===== config.mk =====
export PLATFORM = sky130hd
export DESIGN_NAME = inst_fetch_flat
export DESIGN_NICKNAME = d
export VERILOG_FILES = /design/src/rtl/fetch_pkg.sv /design/src/rtl/inst_fetch_if.sv /design/src/rtl/fetch_fifo.sv /design/src/rtl/inst_fetch.sv /design/src/flat_wrapper.sv
export SDC_FILE = /design/constraint.sdc
export NUM_CORES = 1
export LEC_CHECK = 0
export ABC_AREA = 1
export BUFFER_PORTS_ARGS = -buffer_cell sky130_fd_sc_hd__clkbuf_2
export CAP_MARGIN = 20
export CORE_MARGIN = 8
export CORE_UTILIZATION = 49
export CTS_CLUSTER_DIAMETER = 60
export DETAILED_ROUTE_END_ITERATION = 6
export HOLD_SLACK_MARGIN = 0.1
export PLACE_DENSITY = 0.72
export SLEW_MARGIN = 20
export SYNTH_ARGS = -nofsm -noshare
export SYNTH_HDL_FRONTEND = slang
export SYNTH_SLANG_ARGS = --single-unit

===== constraint.sdc =====
create_clock -name clk -period 20.2 [get_ports clk]
set_clock_uncertainty 0.1 [all_clocks]
set_input_delay 4.04 -clock clk [delete_from_list [all_inputs] [get_ports clk]]
set_output_delay 4.04 -clock clk [all_outputs]
set_load 0.01 [all_outputs]

===== src/rtl/fetch_pkg.sv =====
// fetch_pkg: shared types and defaults for the instruction fetch unit.
package fetch_pkg;
    localparam logic [31:0] DEFAULT_RESET_PC = 32'hBFC0_0000;
    typedef enum logic [1:0] {S_REQ, S_WAIT, S_DROP} fetch_state_t;
    typedef struct packed {
        logic [31:0] pc;
        logic [31:0] inst;
    } fetch_entry_t;
endpackage


===== src/rtl/inst_fetch_if.sv =====
// inst_fetch_if: instruction-memory request/response channel.
interface inst_fetch_if;
    logic        req_valid;
    logic        req_ready;
    logic [31:0] req_addr;
    logic        resp_valid;
    logic [31:0] resp_data;
    modport master(output req_valid, req_addr, input req_ready, resp_valid, resp_data);
    modport slave(input req_valid, req_addr, output req_ready, resp_valid, resp_data);
endinterface


===== src/rtl/fetch_fifo.sv =====
// fetch_fifo: fetched-instruction buffer with synchronous clear; head is fully registered.
module fetch_fifo
    import fetch_pkg::*;
#(
    parameter int           DEPTH     = 2,
    parameter fetch_entry_t RST_ENTRY = '0
) (
    input  logic         clk,
    input  logic         rst,
    input  logic         push,
    input  logic         pop,
    input  logic         clear,
    input  fetch_entry_t din,
    output logic         full,
    output logic         empty,
    output fetch_entry_t head
);
    localparam int AW = $clog2(DEPTH);
    fetch_entry_t mem [DEPTH];
    logic [AW-1:0] wr, rd;
    logic [AW:0] cnt;
    logic do_push, do_pop;
    assign full    = cnt == (AW+1)'(DEPTH);
    assign empty   = cnt == '0;
    assign do_push = push && !full;
    assign do_pop  = pop && !empty;
    assign head    = mem[rd];
    always_ff @(posedge clk or posedge rst) begin
        if (rst) begin
            wr  <= '0;
            rd  <= '0;
            cnt <= '0;
            for (int i = 0; i < DEPTH; i++) mem[i] <= RST_ENTRY;
        end else if (clear) begin
            wr  <= '0;
            rd  <= '0;
            cnt <= '0;
        end else begin
            if (do_push) mem[wr] <= din;
            wr  <= do_push ? wr + 1'b1 : wr;
            rd  <= do_pop ? rd + 1'b1 : rd;
            cnt <= cnt + {{AW{1'b0}}, do_push} - {{AW{1'b0}}, do_pop};
        end
    end
endmodule


===== src/rtl/inst_fetch.sv =====
// inst_fetch: single-outstanding instruction fetcher feeding decode through fetch_fifo.
// Define FETCH_ALIGN_CHECK_EN to flag misaligned redirect targets and halt fetching.
module inst_fetch
    import fetch_pkg::*;
#(
    parameter logic [31:0] RESET_PC  = DEFAULT_RESET_PC,
    parameter int          BUF_DEPTH = 2
) (
    input  logic                clk,
    input  logic                rst,
    inst_fetch_if.master        imem,
    input  logic                stall_d,
    input  logic                branch_taken,
    input  logic [31:0]         branch_target,
    output logic [31:0]         inst,
    output logic [31:0]         pc,
    output logic                valid_d,
    output logic                addr_err
);
    localparam fetch_entry_t RST_ENTRY = '{pc: RESET_PC, inst: 32'h0};
    fetch_state_t state;
    fetch_entry_t head, rsp_entry;
    logic [31:0] fetch_pc, req_pc, target;
    logic full, empty, accept, push, pop;
`ifdef FETCH_ALIGN_CHECK_EN
    assign target = branch_target;
    always_ff @(posedge clk or posedge rst) begin
        if (rst) addr_err <= 1'b0;
        else if (branch_taken && |branch_target[1:0]) addr_err <= 1'b1;
    end
`else
    assign target   = branch_target & ~32'h3;
    assign addr_err = 1'b0;
`endif
    assign imem.req_valid = state == S_REQ && !full && !addr_err;
    assign imem.req_addr  = fetch_pc;
    assign accept    = imem.req_valid && imem.req_ready;
    // a redirect kills the response of the cycle it arrives in
    assign push      = state == S_WAIT && imem.resp_valid && !branch_taken;
    assign pop       = valid_d && !stall_d && !branch_taken;
    assign rsp_entry = '{pc: req_pc, inst: imem.resp_data};
    assign valid_d   = !empty;
    assign inst      = head.inst;
    assign pc        = head.pc;
    always_ff @(posedge clk or posedge rst) begin
        if (rst) begin
            state    <= S_REQ;
            fetch_pc <= RESET_PC;
            req_pc   <= RESET_PC;
        end else begin
            fetch_pc <= branch_taken ? target : accept ? fetch_pc + 32'd4 : fetch_pc;
            req_pc   <= accept ? fetch_pc : req_pc;
            case (state)
                S_REQ:   state <= accept ? (branch_taken ? S_DROP : S_WAIT) : S_REQ;
                S_WAIT:  state <= imem.resp_valid ? S_REQ : branch_taken ? S_DROP : S_WAIT;
                S_DROP:  state <= imem.resp_valid ? S_REQ : S_DROP;
                default: state <= S_REQ;
            endcase
        end
    end
    fetch_fifo #(.DEPTH(BUF_DEPTH), .RST_ENTRY(RST_ENTRY)) u_fifo (
        .clk  (clk),
        .rst  (rst),
        .push (push),
        .pop  (pop),
        .clear(branch_taken),
        .din  (rsp_entry),
        .full (full),
        .empty(empty),
        .head (head)
    );
endmodule


===== src/flat_wrapper.sv =====
// flat-port wrapper written by rule: the top's interface ports become plain ports
module inst_fetch_flat import fetch_pkg::*;
#(
    parameter logic [31:0] RESET_PC  = DEFAULT_RESET_PC,
    parameter int          BUF_DEPTH = 2
)
  (clk, rst, stall_d, branch_taken, branch_target, inst, pc, valid_d, addr_err, imem_req_valid, imem_req_addr, imem_req_ready, imem_resp_valid, imem_resp_data);
  inst_fetch_if imem_i ();
  input  logic clk;
  input  logic rst;
  input  logic stall_d;
  input  logic branch_taken;
  input  logic [31:0] branch_target;
  output logic [31:0] inst;
  output logic [31:0] pc;
  output logic valid_d;
  output logic addr_err;
  output wire logic [$bits(imem_i.req_valid)-1:0] imem_req_valid;
  output wire logic [$bits(imem_i.req_addr)-1:0] imem_req_addr;
  input wire logic [$bits(imem_i.req_ready)-1:0] imem_req_ready;
  input wire logic [$bits(imem_i.resp_valid)-1:0] imem_resp_valid;
  input wire logic [$bits(imem_i.resp_data)-1:0] imem_resp_data;
  assign imem_req_valid = imem_i.req_valid;
  assign imem_req_addr = imem_i.req_addr;
  assign imem_i.req_ready = imem_req_ready;
  assign imem_i.resp_valid = imem_resp_valid;
  assign imem_i.resp_data = imem_resp_data;
  inst_fetch #(.RESET_PC(RESET_PC), .BUF_DEPTH(BUF_DEPTH)) u_core (.clk(clk), .rst(rst), .imem(imem_i), .stall_d(stall_d), .branch_taken(branch_taken), .branch_target(branch_target), .inst(inst), .pc(pc), .valid_d(valid_d), .addr_err(addr_err));
endmodule

==> metrics.md, run 1 <==
| Metric | Value |
|---|---|
| Run status | finished clean |
| Post-CTS Resized | 0 |
| Worst Tran Pin Value | 0.9002 ns |
| CP arrival | 6.61 ns |
| Initial antenna violation count | 0 |
| FMAX | 157.4 MHz |
| Register area | 4803 sq um |
| CTS tree | built |
| Die X | 152.2 um |
| Synth warn | 0 |
| Vias in the first global route | 7,525 |
| Synthesized instance count | 1,169 |
| Total CTS buffers | 17 |
| Final WL | 22,060 um |
| Crit path max fanout | 66 |
| Post-synth EDFFs | 0 |
| Remaining global-route overflow | 0 |
| Sequential area share after synthesis | 52.82% |
| Routability cong. | 0.9015 |
| Gr usage total | 19.24% |
| Min-delay worst type | reg2reg |
| Period utilization | 31.45% |
| Ports | 169 |
| Setup crit end kind | flip-flop |
| Clk slew on worst S/H paths | 0.06 ns |
| Fillers | 1,748 |
| Setup violations, final | 0 |
| Hold_buf cts | 0 |
| Synth cell count leaders | 423 x nand2_1, 194 x o21ai_0, 154 x dfrtp_1 |
| Routed via count | 7,829 |
| Max-cap viol count | 0 |
| Clock sinks | 190 |
| Cell Rows | 50 |
| Clk_lat worst skew | 0.42 ns |
| 1st-pass router iterations | 5 |
| Initial Util | 49.23% |
| WHS | 0.3720 ns |
| Worst vdd ir | 61.18 uV |
| Detailed placement HPWL | 14,840 um |
| Critical path class | in2reg |
| Max-slew headroom | 39.99% |
| Pre-CTS setup slack | 13.26 ns |
| Cell accounting for the most synthesized area | dfrtp_1 |
| Worst Slack Setup Final | 13.85 ns |
| Max-slew violations | 0 |
| Nets@finish | 1,370 |
| Area Growth Syn to Fin | 16.28% |
| Count leader, synth | nand2_1 |
| Drt drc | 0 |
| # port buffers | 161 |
| Worst Setup Start Kind | primary input |
| Setup bufs post-CTS | 0 |
| Die H | 152.2 um |
| Pin count of the biggest net entering global routing | 127 |
| Post-route minimum period | 6.352 ns |
| Pwr dens | 114.5 nW/um^2 |
| R2r setup slk | 17.57 ns |
| Post-route ant nets | 0 |
| Worst Path Required | 20.46 ns |
| Fraction of registers with async set or reset after synthesis | 100.0% |
| Synth unique cells | 30 |
| Wire length of the first global-routing pass | 37,120 um |
| Yosys reg bits | 190 |
| Post-route setup TNS | 0 ns |
| Cell Area, Synth | 9086 sq um |
| Area occupied by multi-input gates | 3497 sq um |
| Layout cells sized above 1 | 19.54% |
| Pleak | 5.286 nW |
| RSZ-0062 raised after global routing | no |
| Full die area | 23,160 sq um |
| Synth Area per Inst | 7.773 sq um |
| Final Hold Vio Count | 0 |
| Diodes inserted | 0 |
| Post-synth top flop | dfrtp_1 |
| Core area | 18,460 sq um |
| DR iter-0 viols | 497 |
| DR WL/cell | 14.28 um |
| Synth area leaders | dfrtp_1 42%, nand2_1 17%, o21ai_0 11%, dfstp_2 10%, inv_1 5.0% |
| Via-to-Cell Ratio | 5.071 |
| Max H-tree Level | 4 |
| CTS root buffer | clkbuf_16 |
| Share of the synthesized area in the top cell type | 42.41% |
| Clock Path Buffers | 2 |
flip-flops by register name, indices dropped and copies added (netlist names):
signal                cells
u_core.state              2
u_core.u_fifo.cnt         2
u_core.u_fifo.mem       124
u_core.u_fifo.wr          1
u_core.u_fifo.rd          1
u_core.imem.req_addr     30
u_core.req_pc            30
where the power goes:
part           switching [mW]  total (mW)  internal (mW)
logic                   0.205       0.325          0.119
clock network           0.143       0.332          0.189
registers              0.0566       0.554          0.497
through the flow:
step	util [%]	cell area (sq um)	power (mW)	std cells
floorplan	-	9101	0.7444	1173
global placement	53.80	9928	0.8747	1510
detailed placement	53.80	9928	0.8864	1510
CTS	56.99	10520	1.222	1542
global route	57.25	10570	1.291	1544
finish	57.25	10570	1.210	1544
area by class of cell:
type                    count  area share, %
clock inverters            13          1.291
flip-flops and latches    190          45.46
inverters                 125          4.512
multi-input cells         793          33.10
repair buffers            170          8.574
clock buffers              19          4.287
well taps                 234          2.771
critical path, stage by stage:
cell      delay [ns]
clkbuf_2        0.44
inv_4           0.27
nand4_4         0.13
buf_4           0.35
nor2_4          0.64
buf_4           0.50
nand2_1         0.12
nand2_1         0.08
layout by cell type (no fill, tap or decap), drive strengths merged:
cell type    n
nand2      425
o21ai      240
clkbuf     180
dfrtp      154
inv        126
nand3       55
nor2        47
dfstp       36
buf          9
clkinv       7
conb         5
a21oi        4
o211ai       4
xnor2        3
ha           3
clkinvlp     3
xor2         2
bufinv       2
nand4        2
nor3         1
o221ai       1
o21bai       1
layer usage:
layer / track usage (%) / vias up / wire length (um)
met4: 6.426 / 0 / 386
met2: 29.93 / 198 / 9933
met1: 26.32 / 3672 / 10640
li1: - / 3932 / -
met5: 0 / - / 0
met3: 4.112 / 27 / 1096
cell families (layout without fill, tap and decap cells):
family | after synthesis | in the layout | share of synthesized area [%]
other | 1 | 5 | 0.04127
buffers and inverters | 190 | 327 | 8.909
AND/OR/NAND/NOR | 530 | 530 | 23.38
AO/OA/AOI/OAI | 250 | 250 | 13.95
flip-flops | 190 | 190 | 52.82
XOR/XNOR | 5 | 5 | 0.4820
adder cells (fa/ha/maj) | 3 | 3 | 0.4132
worst paths after layout:
path                                              startpoint  cells past startpoint                           endpoint
setup reg to reg                   u_core.state[1]$_DFF_PP0_                      7  u_core.u_fifo.mem[15]$_DFFE_PP0P_
hold / removal             u_core.u_fifo.mem[60]$_DFFE_PP1P_                      2  u_core.u_fifo.mem[60]$_DFFE_PP1P_
hold reg to reg            u_core.u_fifo.mem[60]$_DFFE_PP1P_                      2  u_core.u_fifo.mem[60]$_DFFE_PP1P_
min in group asynchronous                                rst                      2  u_core.u_fifo.mem[81]$_DFFE_PP0P_
max in group asynchronous                                rst                      3       u_core.u_fifo.rd$_DFFE_PP0P_
setup / recovery                                branch_taken                      8  u_core.u_fifo.mem[15]$_DFFE_PP0P_
Power figures use the tool's default switching activity.
==> inputs of run 2 (changes only) <==
--- a/config.mk
+++ b/config.mk
@@ -13,7 +13,7 @@
 export CTS_CLUSTER_DIAMETER = 60
 export DETAILED_ROUTE_END_ITERATION = 6
 export HOLD_SLACK_MARGIN = 0.1
-export PLACE_DENSITY = 0.72
+export PLACE_DENSITY = 0.75
 export SLEW_MARGIN = 20
 export SYNTH_ARGS = -nofsm -noshare
 export SYNTH_HDL_FRONTEND = slang
==> constraint.sdc (replaced) <==
create_clock -name clk -period 5.75 [get_ports clk]
set_clock_uncertainty 0.1 [all_clocks]
set_input_delay 1.15 -clock clk [delete_from_list [all_inputs] [get_ports clk]]
set_output_delay 1.15 -clock clk [all_outputs]
set_load 0.01 [all_outputs]
==> run 2 against run 1 <==
Utilization is essentially flat. Worst hold slack gained 0.0020 ns. Cell count is the same. Power grew to 3.5 times the previous value. Die area is the same. Combinational power grew to 3.5 times the previous value.
==> metrics.md, run 2 (synthesis results as in run 1) <==
| Metric | Value |
|---|---|
| Run status | finished clean |
| Gr usage total | 19.21% (-0.030 points) |
| Logic pwr share | 26.7% (about the same) |
| Crit-path leading delay family | simple AND/OR/NAND/NOR gates |
| Clock Path Buffers | 2 (unchanged) |
| Detailed placement HPWL | 14,710 um (-0.91%) |
| Critical path class | in2reg |
| Full die area | 23,160 sq um (unchanged) |
| Ports | 169 (unchanged) |
| Max-slew violations | 0 (unchanged) |
| Post-route ant nets | 0 (unchanged) |
| Diodes inserted | 0 (unchanged) |
| RSZ-0062 raised after global routing | no |
| Max-slew headroom | 48.93% (+8.9 points) |
| Pre-CTS setup slack | 1.738 ns (-11.52 ns) |
| Inst Count DP | 1,510 (unchanged) |
| Final Hold Vio Count | 0 (unchanged) |
| Post-CTS Resized | 0 (unchanged) |
| Post-layout util | 57.25% (about the same) |
| DR WL met2 | 10,110 um (+1.7%) |
| Clock sinks | 190 (unchanged) |
| Drt drc | 0 (unchanged) |
| Initial Util | 49.23% (unchanged) |
| Final Cell Area | 10,570 sq um (about the same) |
| Slowest CP cell | nor2_4 |
| Worst Tran Pin Value | 0.7660 ns (-0.1342 ns) |
| Clk network pwr share | 27.3% (about the same) |
| Initial antenna violation count | 0 (unchanged) |
| Pleak | 5.291 nW (about the same) |
| WHS | 0.3740 ns (+0.002012 ns) |
| Via-to-Cell Ratio | 5.015 (-1.1%) |
| Min-delay worst type | reg2reg |
| Worst vdd ir | 245.1 uV (+300%) |
| Total CTS buffers | 17 (unchanged) |
| Die H | 152.2 um (unchanged) |
| Remaining global-route overflow | 0 (unchanged) |
| # port buffers | 161 (unchanged) |
| DR iter-0 viols | 430 (-13%) |
| Commonest non-fill, non-tap cell in the layout | nand2_1 |
| Register share of total power | 45.9% (about the same) |
| Max-cap viol count | 0 (unchanged) |
| Clk_lat worst skew | 0.42 ns (about the same) |
| Setup bufs post-CTS | 0 (unchanged) |
| CP arrival | 3.80 ns (-2.81 ns) |
| Pin count of the biggest net entering global routing | 191 (+50%) |
| Crit-path cells | clkbuf_2, inv_4, nand4_4, nor2_4, buf_4, nand2_1, nand2_1 |
| Post-route setup TNS | 0 ns (unchanged) |
| Layout cells sized above 1 | 19.16% (-0.38 points) |
| Max H-tree Level | 4 (unchanged) |
| P_sw | 1.404 mW (+250%) |
| Worst Setup Start Kind | primary input |
| Post-DP Area | 9940 sq um (+0.11%) |
| Clk slew on worst S/H paths | 0.06 ns (about the same) |
| Reg with most FFs | u_core.u_fifo.mem |
| FMAX | 282.4 MHz |
| Hold_buf cts | 0 (unchanged) |
| Area Growth Syn to Fin | 16.29% (about the same) |
| Routed via count | 7,743 (-1.1%) |
| Top Layer Used | met4 |
| DR WL met3 | 1222 um (+11%) |
| Final WL | 22,040 um (about the same) |
| Die X | 152.2 um (unchanged) |
| Buffers & Inverters on Critical Path | 3 (-1) |
| Setup violations, final | 0 (unchanged) |
| Routability cong. | 0.8463 (-6.1%) |
| CTS tree | built |
| Design Power | 4.242 mW (+250%) |
| Max FFs per register | 124 (unchanged) |
| CP most frequent cell | nand2_1 |
| CTS root buffer | clkbuf_16 |
| Wire length of the first global-routing pass | 36,940 um (-0.50%) |
| Vias in the first global route | 7,429 (-1.3%) |
| DR WL/cell | 14.27 um (about the same) |
| Setup crit end kind | flip-flop |
| Worst Path Required | 6.01 ns (-14.45 ns) |
| Sw Ratio | 33.09% (-0.35 points) |
| Met1 WL | 10,330 um (-2.9%) |
| Crit path max fanout | 43 (-35%) |
| Period utilization | 61.58% |
| Layout Cells excl Fill | 1,544 (unchanged) |
| Worst Slack Setup Final | 2.209 ns (-11.64 ns) |
| Pwr dens | 401.5 nW/um^2 (+250%) |
| Commonest cells after routing, fill and taps aside | 423 x nand2_1, 194 x o21ai_0, 161 x clkbuf_2 |
| Core area | 18,460 sq um (unchanged) |
| Maximum single-stage delay on the critical path | 0.65 ns (about the same) |
| Nets@finish | 1,370 (unchanged) |
| Cell Rows | 50 (unchanged) |
| Internal power | 2.838 mW (+250%) |
| 1st-pass router iterations | 6 (+1) |
| Post-route minimum period | 3.541 ns |
run 2: worst register-to-register path: stages (launching register included):
cell and delay, ns:
dfrtp_1 0.42, nor2_2 0.21, nand4_4 0.48, nor2_4 0.67, buf_4 0.54, nand2_1 0.13, nand2_1 0.10
run 2: layout make-up:
type                    count  area, sq um
clock buffers              27        525.5
clock inverters             5        53.80
fillers                  1746         7889
inverters                 125        475.5
multi-input cells         793         3497
flip-flops and latches    190         4803
well taps                 234        292.8
repair buffers            170        918.4
run 2: per-layer routing:
metal,GRT usage (%),vias up
met2,30.15,206
met5,0,-
met1,26.09,3581
li1,-,3930
met4,6.188,0
met3,4.169,26
run 2: final timing paths:
kind	slack, ns	startpoint	cells after the start	endpoint
min in group asynchronous	0.76	rst	3	u_core.u_fifo.mem[90]$_DFFE_PP0P_
max in group asynchronous	3.93	rst	4	u_core.imem.req_addr[23]$_DFFE_PP1P_
min	0.37	u_core.u_fifo.mem[54]$_DFFE_PP1P_	2	u_core.u_fifo.mem[54]$_DFFE_PP1P_
max	2.21	branch_taken	7	u_core.u_fifo.mem[40]$_DFFE_PP0P_
max reg2reg	3.03	u_core.state[1]$_DFF_PP0_	6	u_core.u_fifo.mem[40]$_DFFE_PP0P_
min reg2reg	0.37	u_core.u_fifo.mem[54]$_DFFE_PP1P_	2	u_core.u_fifo.mem[54]$_DFFE_PP1P_
run 2: power by group through the flow:
stage / logic [mW] / clock network (mW) / registers, mW
4_1_cts: 1.14 / 1.18 / 1.96
5_1_grt: 1.29 / 1.24 / 1.99
3_3_place_gp: 1.11 / 0 / 1.96
2_1_floorplan: 0.696 / 0 / 1.92
6_report: 1.13 / 1.16 / 1.95
3_5_place_dp: 1.14 / 0 / 1.98
